<file path="src/rtl/i2s_tx_master.sv">
// I2S transmitter and bus master: serialises 16-bit stereo PCM in Philips format.
// BCK and LRCK are derived from clk by counters; a one-entry holding register decouples the source.
module i2s_tx_master #(
   parameter int BCK_HALF     = 12,
   parameter int SAMPLE_WIDTH = 16,
   parameter int SLOT_BITS    = 32
) (
   input  logic                    clk,
   input  logic                    rst,
   input  logic [SAMPLE_WIDTH-1:0] sample_l,
   input  logic [SAMPLE_WIDTH-1:0] sample_r,
   input  logic                    sample_valid,
   output logic                    sample_ready,
   output logic                    i2s_bck,
   output logic                    i2s_lrck,
   output logic                    i2s_dout,
   output logic                    frame_start,
   output logic                    underrun
);

   localparam int FRAME_BITS = 2 * SLOT_BITS;
   localparam int CNT_W      = $clog2(BCK_HALF);
   localparam int BIT_W      = $clog2(FRAME_BITS);

   logic [CNT_W-1:0]        bck_cnt;
   logic [BIT_W-1:0]        bit_cnt;
   logic [FRAME_BITS-1:0]   shifter;
   logic                    full;
   logic [SAMPLE_WIDTH-1:0] hold_l, hold_r, last_l, last_r;

   logic                    tc;
   logic                    fall_ev;
   logic                    load;
   logic [BIT_W-1:0]        bit_nxt;
   logic [SAMPLE_WIDTH-1:0] src_l, src_r;
   logic [FRAME_BITS-1:0]   load_word;
   logic [FRAME_BITS-1:0]   shift_nxt;

   always_comb begin
      tc      = (bck_cnt == CNT_W'(BCK_HALF - 1));
      fall_ev = tc && i2s_bck;
      bit_nxt = (bit_cnt == BIT_W'(FRAME_BITS - 1)) ? '0 : bit_cnt + 1'b1;
      load    = fall_ev && (bit_nxt == '0);
      src_l   = full ? hold_l : last_l;
      src_r   = full ? hold_r : last_r;
      // Leading zero is the previous right slot's tail bit: that is the one-BCK Philips delay.
      load_word = '0;
      load_word[FRAME_BITS-2 -: SAMPLE_WIDTH] = src_l;
      load_word[SLOT_BITS-2  -: SAMPLE_WIDTH] = src_r;
      shift_nxt = (bit_nxt == '0) ? load_word : {shifter[FRAME_BITS-2:0], 1'b0};
   end

   // NOTE: all state uses non-blocking assignments so every register sees pre-edge values.
   always_ff @(posedge clk) begin
      if (rst) begin
         bck_cnt      <= '0;
         bit_cnt      <= BIT_W'(FRAME_BITS - 1);
         shifter      <= '0;
         full         <= 1'b0;
         hold_l       <= '0;
         hold_r       <= '0;
         last_l       <= '0;
         last_r       <= '0;
         sample_ready <= 1'b1;
         i2s_bck      <= 1'b0;
         i2s_lrck     <= 1'b0;
         i2s_dout     <= 1'b0;
         frame_start  <= 1'b0;
         underrun     <= 1'b0;
      end else begin
         frame_start <= 1'b0;
         underrun    <= 1'b0;
         bck_cnt     <= tc ? '0 : bck_cnt + 1'b1;
         if (tc) i2s_bck <= !i2s_bck;

         if (fall_ev) begin
            bit_cnt  <= bit_nxt;
            i2s_lrck <= (bit_nxt >= BIT_W'(SLOT_BITS));
            shifter  <= shift_nxt;
            i2s_dout <= shift_nxt[FRAME_BITS-1];
         end

         if (load) begin
            frame_start <= 1'b1;
            if (full) begin
               last_l       <= hold_l;
               last_r       <= hold_r;
               full         <= 1'b0;
               sample_ready <= 1'b1;
            end else begin
               underrun <= 1'b1;
            end
         end

         // Acceptance never coincides with an emptying load since ready is low while full.
         if (sample_valid && sample_ready) begin
            hold_l       <= sample_l;
            hold_r       <= sample_r;
            full         <= 1'b1;
            sample_ready <= 1'b0;
         end
      end
   end

endmodule

</file>
<file path="config.mk">
export PLATFORM = sky130hd
export DESIGN_NAME = i2s_tx_master
export DESIGN_NICKNAME = d
export VERILOG_FILES = /design/src/rtl/i2s_tx_master.sv
export SDC_FILE = /design/constraint.sdc
export NUM_CORES = 1
export LEC_CHECK = 0
export CORE_MARGIN = 8
export CORE_UTILIZATION = 55
export CTS_CLUSTER_DIAMETER = 40
export DETAILED_ROUTE_END_ITERATION = 12
export PLACE_DENSITY = 0.79
export SYNTH_ARGS = -nofsm -noshare
export SYNTH_HDL_FRONTEND = slang
export SYNTH_SLANG_ARGS = --single-unit
export TNS_END_PERCENT = 5
</file>
<file path="constraint.sdc">
create_clock -name clk -period 2.4 [get_ports clk]
set_clock_uncertainty 0.1 [all_clocks]
set_input_delay 0.24 -clock clk [delete_from_list [all_inputs] [get_ports clk]]
set_output_delay 0.24 -clock clk [all_outputs]
set_load 0.01 [all_outputs]
</file>
==> results.tsv, run 1 <==
stage	metric	value	unit
global_route	grt.total_usage	0.2058	
power	power_leakage	2.191	nW
floorplan	rows	36	
sta	fmax	454.5	MHz
sta	drv_slew	0	
critical_path	crit_fanout	35	
critical_path	crit_required	2740	ps
clock_network	cts_tree	done	
final_layout	fin_area	6528	sq um
placement	place_hpwl	8.163	mm
floorplan	start_util	0.5641	
power	power-per-cell-area	744.7	nW/um^2
placement	place.gp.congestion	0.7577	
critical_path	worst-path-stages	7	
critical_path	crit_arrival	2540	ps
clock_network	clock_path_buffers	2	
sta	tns	0	ps
logic_synthesis	ys_ff_latch	129	
logic_synthesis	async_flop_share	0	
critical_path	cp_num_buf_inv	2	
critical_path	end_kind	flop	
detailed_routing	drt_iter0_markers	552	
status	status	complete, no violations	
floorplan	ios	41	
final_layout	fin_nets	703	
logic_synthesis	synth_nets	690	
global_route	grt_max_degree	55	
clock_network	ctsResizeCount	0	
global_route	antenna_found_initial	0	
min_path	hp-class	input pin to flop	
clock_network	clockRootBuffer	clkbuf_8	
detailed_routing	wl_per_cell	16.26	microns
floorplan	core_area	9774	sq um
critical_path	crit_top_cell	buf_4	
detailed_routing	via_per_inst	6.032	
floorplan	die_h	116.1	microns
min_path	whs_path_depth	2	
placement	place_ws	301.8	ps
logic_synthesis	synth-compound-area-share	0.2598	
logic_synthesis	synthAdderAreaFrac	0.004538	
clock_network	cts_hold_buf	0	
logic_synthesis	avgSynthCellArea	8.444	sq um
critical_path	reg2reg_slack	200	ps
logic_synthesis	synth_flop_cell	dfxtp_1	
clock_network	insertion_delay	510	ps
clock_network	cts_made_buffers	17	
floorplan	die_area	13490	sq um
global_route	grt_pass1_vias	4682	
sta	min_period	2200	ps
power	ir_drop	0.4091	mV
detailed_routing	route.vias.total	4892	
critical_path	crit_path_start_kind	flop	
flow_run	drv_cap	0	
sta	grt_setup_unrepaired	false	
sta	setup_ws	199.6	ps
sta	timing.slew.headroom	0.6239	
detailed_routing	wirelength	13.19	mm
placement	placed_cell_area	5978	sq um
placement	port_buffers	40	
logic_synthesis	synth_top_family_by_area	compound AO/OA/AOI/OAI gates	
detailed_routing	drt_pass1_iterations	5	
detailed_routing	detail-route-antenna-nets	0	
final_layout	diodes	0	
sta	setup_viol	0	
critical_path	cp_top_family	buffers and inverters	
logic_synthesis	synth_area	5514	sq um
clock_network	cts_setup_buffers	0	
critical_path	path_cells	ha_1, and2_1, buf_4, o21a_1, buf_4, o211ai_1, a21oi_1	
detailed_routing	drcViolationCount	0	
global_route	grt_overflow	0	
sta	tightestPinTransition	564.1	ps
logic_synthesis	yosys.area_share.simple	0.1495	
sta	fin_crit_sh	0.9169	
critical_path	r2r_cells	7	
clock_network	cts-htree-levels	4	
logic_synthesis	synth_warnings	0	
logic_synthesis	synthCells	653	
critical_path	cp_slowest_cell	dfxtp_1	
critical_path	cpPeakStageDelay	500	ps
clock_network	clock_sinks	129	
global_route	grt_first_pass_wirelength	22.65	mm
logic_synthesis	muxShareOfSynthArea	0.05990	
final_layout	area_delta_synth_final	18.38	%
logic_synthesis	synth_cell_types	38	
final_layout	drive_above_1_share	0.08702	
logic_synthesis	ys_seq_area_frac	0.4683	
floorplan	fp.dieW	116.1	microns
critical_path	path_class	flop to flop	
clock_network	clk_pin_slew_worst_paths	60	ps
final_layout	utilization	0.6678	
logic_synthesis	synth_xor_area_frac	0.004765	
logic_synthesis	synth_edf_count	0	
sta	hold_violations	0	
[power by group]
group | switching, mW | leakage (nW) | internal, mW
sequential | 0.0284 | 1.05 | 2.18
clock | 1.00 | 0.258 | 1.38
combinational | 0.146 | 0.888 | 0.120
total | 1.18 | 2.19 | 3.68
[cell usage in the layout, fill, tap and decap left out, types with 2 or more instances in the layout]
cell type and instances:
nor2_1 8, mux2i_1 33, buf_4 23, a21oi_1 119
o31ai_1 19, and3_1 2, clkinvlp_4 4, nand2_1 123
dfxtp_1 128, clkinv_4 4, o21bai_1 2, clkdlybuf4s50_1 39
o21ai_0 3, a211o_1 3, clkbuf_16 16, o211ai_1 62
nand3_1 20, nor3_1 5, a211oi_1 14, nor3b_1 2
ha_1 2, and2_1 3, nand4_1 18, inv_6 4
xnor2_1 2
[cells by family (layout without fill, tap and decap cells)]
group,after synthesis,in the layout
simple gates,188,188
fa+ha+maj,2,2
buf+inv,70,95
compound gates,228,228
flops,129,129
mux,33,33
xor+xnor,3,3
[synth_stat cells, types with 2 or more instances]
cell	instances	share of area
a211o_1	3	0.0048
a211oi_1	14	0.019
a21oi_1	119	0.11
and2_1	3	0.0034
and3_1	2	0.0023
buf_1	4	0.0027
buf_2	20	0.018
clkbuf_1	43	0.029
dfxtp_1	129	0.47
ha_1	2	0.0045
mux2i_1	33	0.060
nand2_1	123	0.084
nand3_1	20	0.018
nand4_1	18	0.020
nor2_1	9	0.0061
nor3_1	5	0.0045
nor3b_1	2	0.0027
o211ai_1	62	0.084
o21ai_0	3	0.0027
o21bai_1	2	0.0027
o31ai_1	19	0.026
xnor2_1	2	0.0032
[routing by layer]
layer  vias up  GRT usage  wire length (microns)
met5         -          0                      0
met4         0    0.05704                    114
met3        14    0.05119                    792
met2       166     0.3249                   6200
met1      2315     0.2733                   6080
li1       2397          -                      -
[path summary, 6_finish.rpt]
check,startpoint,to
min,rst,bck_cnt[3]$_SDFF_PP0_
max,bit_cnt[0]$_SDFFE_PP1N_,shifter[27]$_SDFFE_PP0N_
min reg2reg,shifter[43]$_SDFFE_PP0N_,shifter[43]$_SDFFE_PP0N_
max reg2reg,bit_cnt[0]$_SDFFE_PP1N_,shifter[27]$_SDFFE_PP0N_
[per-stage QoR]
| stage | std cells | hold slack, ps | power [mW] |
|---|---|---|---|
| 3_5_place_dp | 780 | 346.1 | 2.521 |
| 5_1_grt | 811 | 110.8 | 5.011 |
| 2_1_floorplan | 653 | 276.0 | 2.413 |
| 6_report | 811 | 103.4 | 4.861 |
| 4_1_cts | 811 | 84.70 | 4.887 |
| 3_3_place_gp | 780 | 338.1 | 2.511 |
[registers in the layout, indices dropped and copies added, names as in the netlist, 4 cells and up]
name     cells
hold_l      16
bck_cnt      4
last_l      16
shifter     48
last_r      16
bit_cnt      6
hold_r      16
[final cells by class]
class                           instances  area [sq um]
Clock buffer                           17         414.1
Tap cell                              133         166.4
Sequential cell                       129          2584
Clock inverter                         14         135.1
Inverter                                1         3.754
Timing Repair Buffer                   63         583.1
Fill cell                             792          3247
Multi-Input combinational cell        454          2641
Note: power is estimated with default switching activity, not from simulation.
==> run 2: changes to the inputs <==
--- a/config.mk
+++ b/config.mk
@@ -6,10 +6,10 @@
 export NUM_CORES = 1
 export LEC_CHECK = 0
 export CORE_MARGIN = 8
-export CORE_UTILIZATION = 55
+export CORE_UTILIZATION = 37
 export CTS_CLUSTER_DIAMETER = 40
 export DETAILED_ROUTE_END_ITERATION = 12
-export PLACE_DENSITY = 0.79
+export PLACE_DENSITY = 0.58
 export SYNTH_ARGS = -nofsm -noshare
 export SYNTH_HDL_FRONTEND = slang
 export SYNTH_SLANG_ARGS = --single-unit
==> results.tsv, run 2 (synthesis gave the netlist of run 1 again) <==
stage	metric	value	unit	change
sta	fmax	498.8	MHz	was 454.5 MHz
critical_path	path_cells	ha_1, and2_1, nand2_1, buf_4, nor2_1, buf_4, a211oi_1		was ha_1, and2_1, buf_4, o21a_1, buf_4, o211ai_1, a21oi_1
sta	min_period	2005	ps	was 2200 ps
final_layout	area_delta_synth_final	23.01	%	was 18.38%
critical_path	path_class	flop to flop		unchanged
flow_run	drv_cap	0		unchanged
clock_network	clock_path_buffers	2		unchanged
critical_path	cp_slowest_cell	dfxtp_1		unchanged
final_layout	multi_input_area	2643	sq um	was 2641 sq um
floorplan	start_util	0.3794		was 0.5641
detailed_routing	wirelength	13.46	mm	was 13.19 mm
floorplan	rows	44		was 36
placement	place_ws	416.5	ps	was 301.8 ps
clock_network	cts_made_buffers	17		unchanged
critical_path	crit_required	2560	ps	was 2740 ps
final_layout	nFillCells	1421		was 792
sta	fin_crit_sh	0.8353		was 0.9169
floorplan	fp.dieW	138.1	microns	was 116.1 microns
detailed_routing	via_per_inst	5.501		was 6.032
placement	place_hpwl	8.602	mm	was 8.163 mm
detailed_routing	route.vias.total	4775		was 4,892
clock_network	cts_tree	done		unchanged
critical_path	crit_arrival	2170	ps	was 2540 ps
floorplan	core_area	14530	sq um	was 9774 sq um
final_layout	fin_nets	708		was 703
global_route	grt_max_degree	58		was 55
final_layout	layout_common_cells	dfxtp_1 (128), nand2_1 (123), a21oi_1 (119)		unchanged
power	power_leakage	2.283	nW	was 2.191 nW
sta	grt_setup_unrepaired	false		unchanged
critical_path	crit_top_cell	buf_4		unchanged
detailed_routing	drt_iter0_markers	404		was 552
sta	tns	0	ps	unchanged
critical_path	end_kind	flop		unchanged
detailed_routing	drcViolationCount	0		unchanged
global_route	grt_overflow	0		unchanged
detailed_routing	wl_per_cell	15.51	microns	was 16.26 microns
clock_network	clockRootBuffer	clkbuf_16		was clkbuf_8
clock_network	cts-htree-levels	4		unchanged
clock_network	clk_pin_slew_worst_paths	60	ps	about the same
final_layout	seq_area	2584	sq um	unchanged
power	power-per-cell-area	781.1	nW/um^2	was 744.7 nW/um^2
critical_path	crit_path_start_kind	flop		unchanged
final_layout	drive_above_1_share	0.09649		was 0.08702
final_layout	regMostFlops	shifter		unchanged
placement	place.gp.congestion	0.7573		was 0.7577
sta	tightestPinTransition	683.4	ps	was 564.1 ps
detailed_routing	drt_pass1_iterations	5		unchanged
sta	setup_viol	0		unchanged
sta	timing.slew.headroom	0.5444		was 0.6239
clock_network	cts_hold_buf	0		unchanged
critical_path	crit_fanout	20		was 35
critical_path	cpPeakStageDelay	470	ps	was 500 ps
clock_network	cts_setup_buffers	0		unchanged
critical_path	cp_num_buf_inv	2		unchanged
final_layout	final_common_cell	dfxtp_1		unchanged
sta	hold_violations	0		unchanged
min_path	hp-class	input pin to flop		unchanged
final_layout	largest_reg_flops	48		unchanged
global_route	grt.total_usage	0.1439		was 0.2058
floorplan	ios	41		unchanged
status	status	complete, no violations		unchanged
floorplan	die_h	138.1	microns	was 116.1 microns
detailed_routing	detail-route-antenna-nets	0		unchanged
power	ir_drop	0.4881	mV	was 0.4091 mV
clock_network	clock_sinks	129		unchanged
critical_path	cp_top_family	flip-flops		was buffers and inverters
clock_network	insertion_delay	410	ps	was 510 ps
final_layout	diodes	0		unchanged
global_route	antenna_found_initial	0		unchanged
sta	setup_ws	395.3	ps	was 199.6 ps
global_route	grt_pass1_vias	4619		was 4,682
sta	drv_slew	0		unchanged
placement	port_buffers	40		unchanged
clock_network	ctsResizeCount	0		unchanged
global_route	grt_first_pass_wirelength	23.28	mm	was 22.65 mm
floorplan	die_area	19060	sq um	was 13,490 sq um
run 2: cell count changes in the layout (fill, tap and decap cells not counted):
cell	change
and4b_1	-1
and4b_2	+1
buf_12	+4
buf_4	+1
bufinv_16	+4
clkbuf_16	+1
clkinv_2	+2
clkinv_4	-2
inv_6	-4
run 2: final cells by class:
type | count | share of cell area
multi-input cells | 454 | 0.3896
flip-flops and latches | 129 | 0.3809
repair buffers | 68 | 0.09887
clock buffers | 18 | 0.06475
well taps | 184 | 0.03394
clock inverters | 14 | 0.03136
inverters | 1 | 0.0005534
run 2: worst paths after layout:
path / from / to / slack [ps] / cells after the start
worst max register to register: bit_cnt[1]$_SDFFE_PP1N_ / last_r[2]$_SDFFE_PP0P_ / 400 / 7
worst max-delay path: bit_cnt[1]$_SDFFE_PP1N_ / last_r[2]$_SDFFE_PP0P_ / 400 / 7
worst min-delay path: rst / bck_cnt[3]$_SDFF_PP0_ / 260 / 2
worst min register to register: i2s_dout$_SDFFE_PP0N_ / i2s_dout$_SDFFE_PP0N_ / 350 / 2
run 2: metal layers:
metal	vias to the layer above	GRT usage	part of all wire
li1	2404	-	-
met1	2281	0.1880	0.49
met2	81	0.2234	0.46
met3	9	0.03733	0.033
met4	0	0.05092	0.011
met5	-	0	0
run 2: where the power goes:
group / total [mW] / switching [mW] / internal [mW]
logic: 0.272 / 0.140 / 0.132
registers: 2.22 / 0.0377 / 2.18
clock network: 2.81 / 0.941 / 1.86
total: 5.30 / 1.12 / 4.18
run 2: metrics by stage:
stage | hold slack [ps] | utilization | total power [mW] | instance area, sq um | cells
detailed placement | 346.8 | 0.4218 | 2.540 | 6131 | 836
global route | 261.8 | 0.4667 | 5.493 | 6783 | 868
finish | 258.1 | 0.4667 | 5.298 | 6783 | 868
floorplan | 276.0 | - | 2.413 | 5514 | 653
CTS | 242.6 | 0.4667 | 5.359 | 6783 | 868
global placement | 339.9 | 0.4218 | 2.532 | 6131 | 836
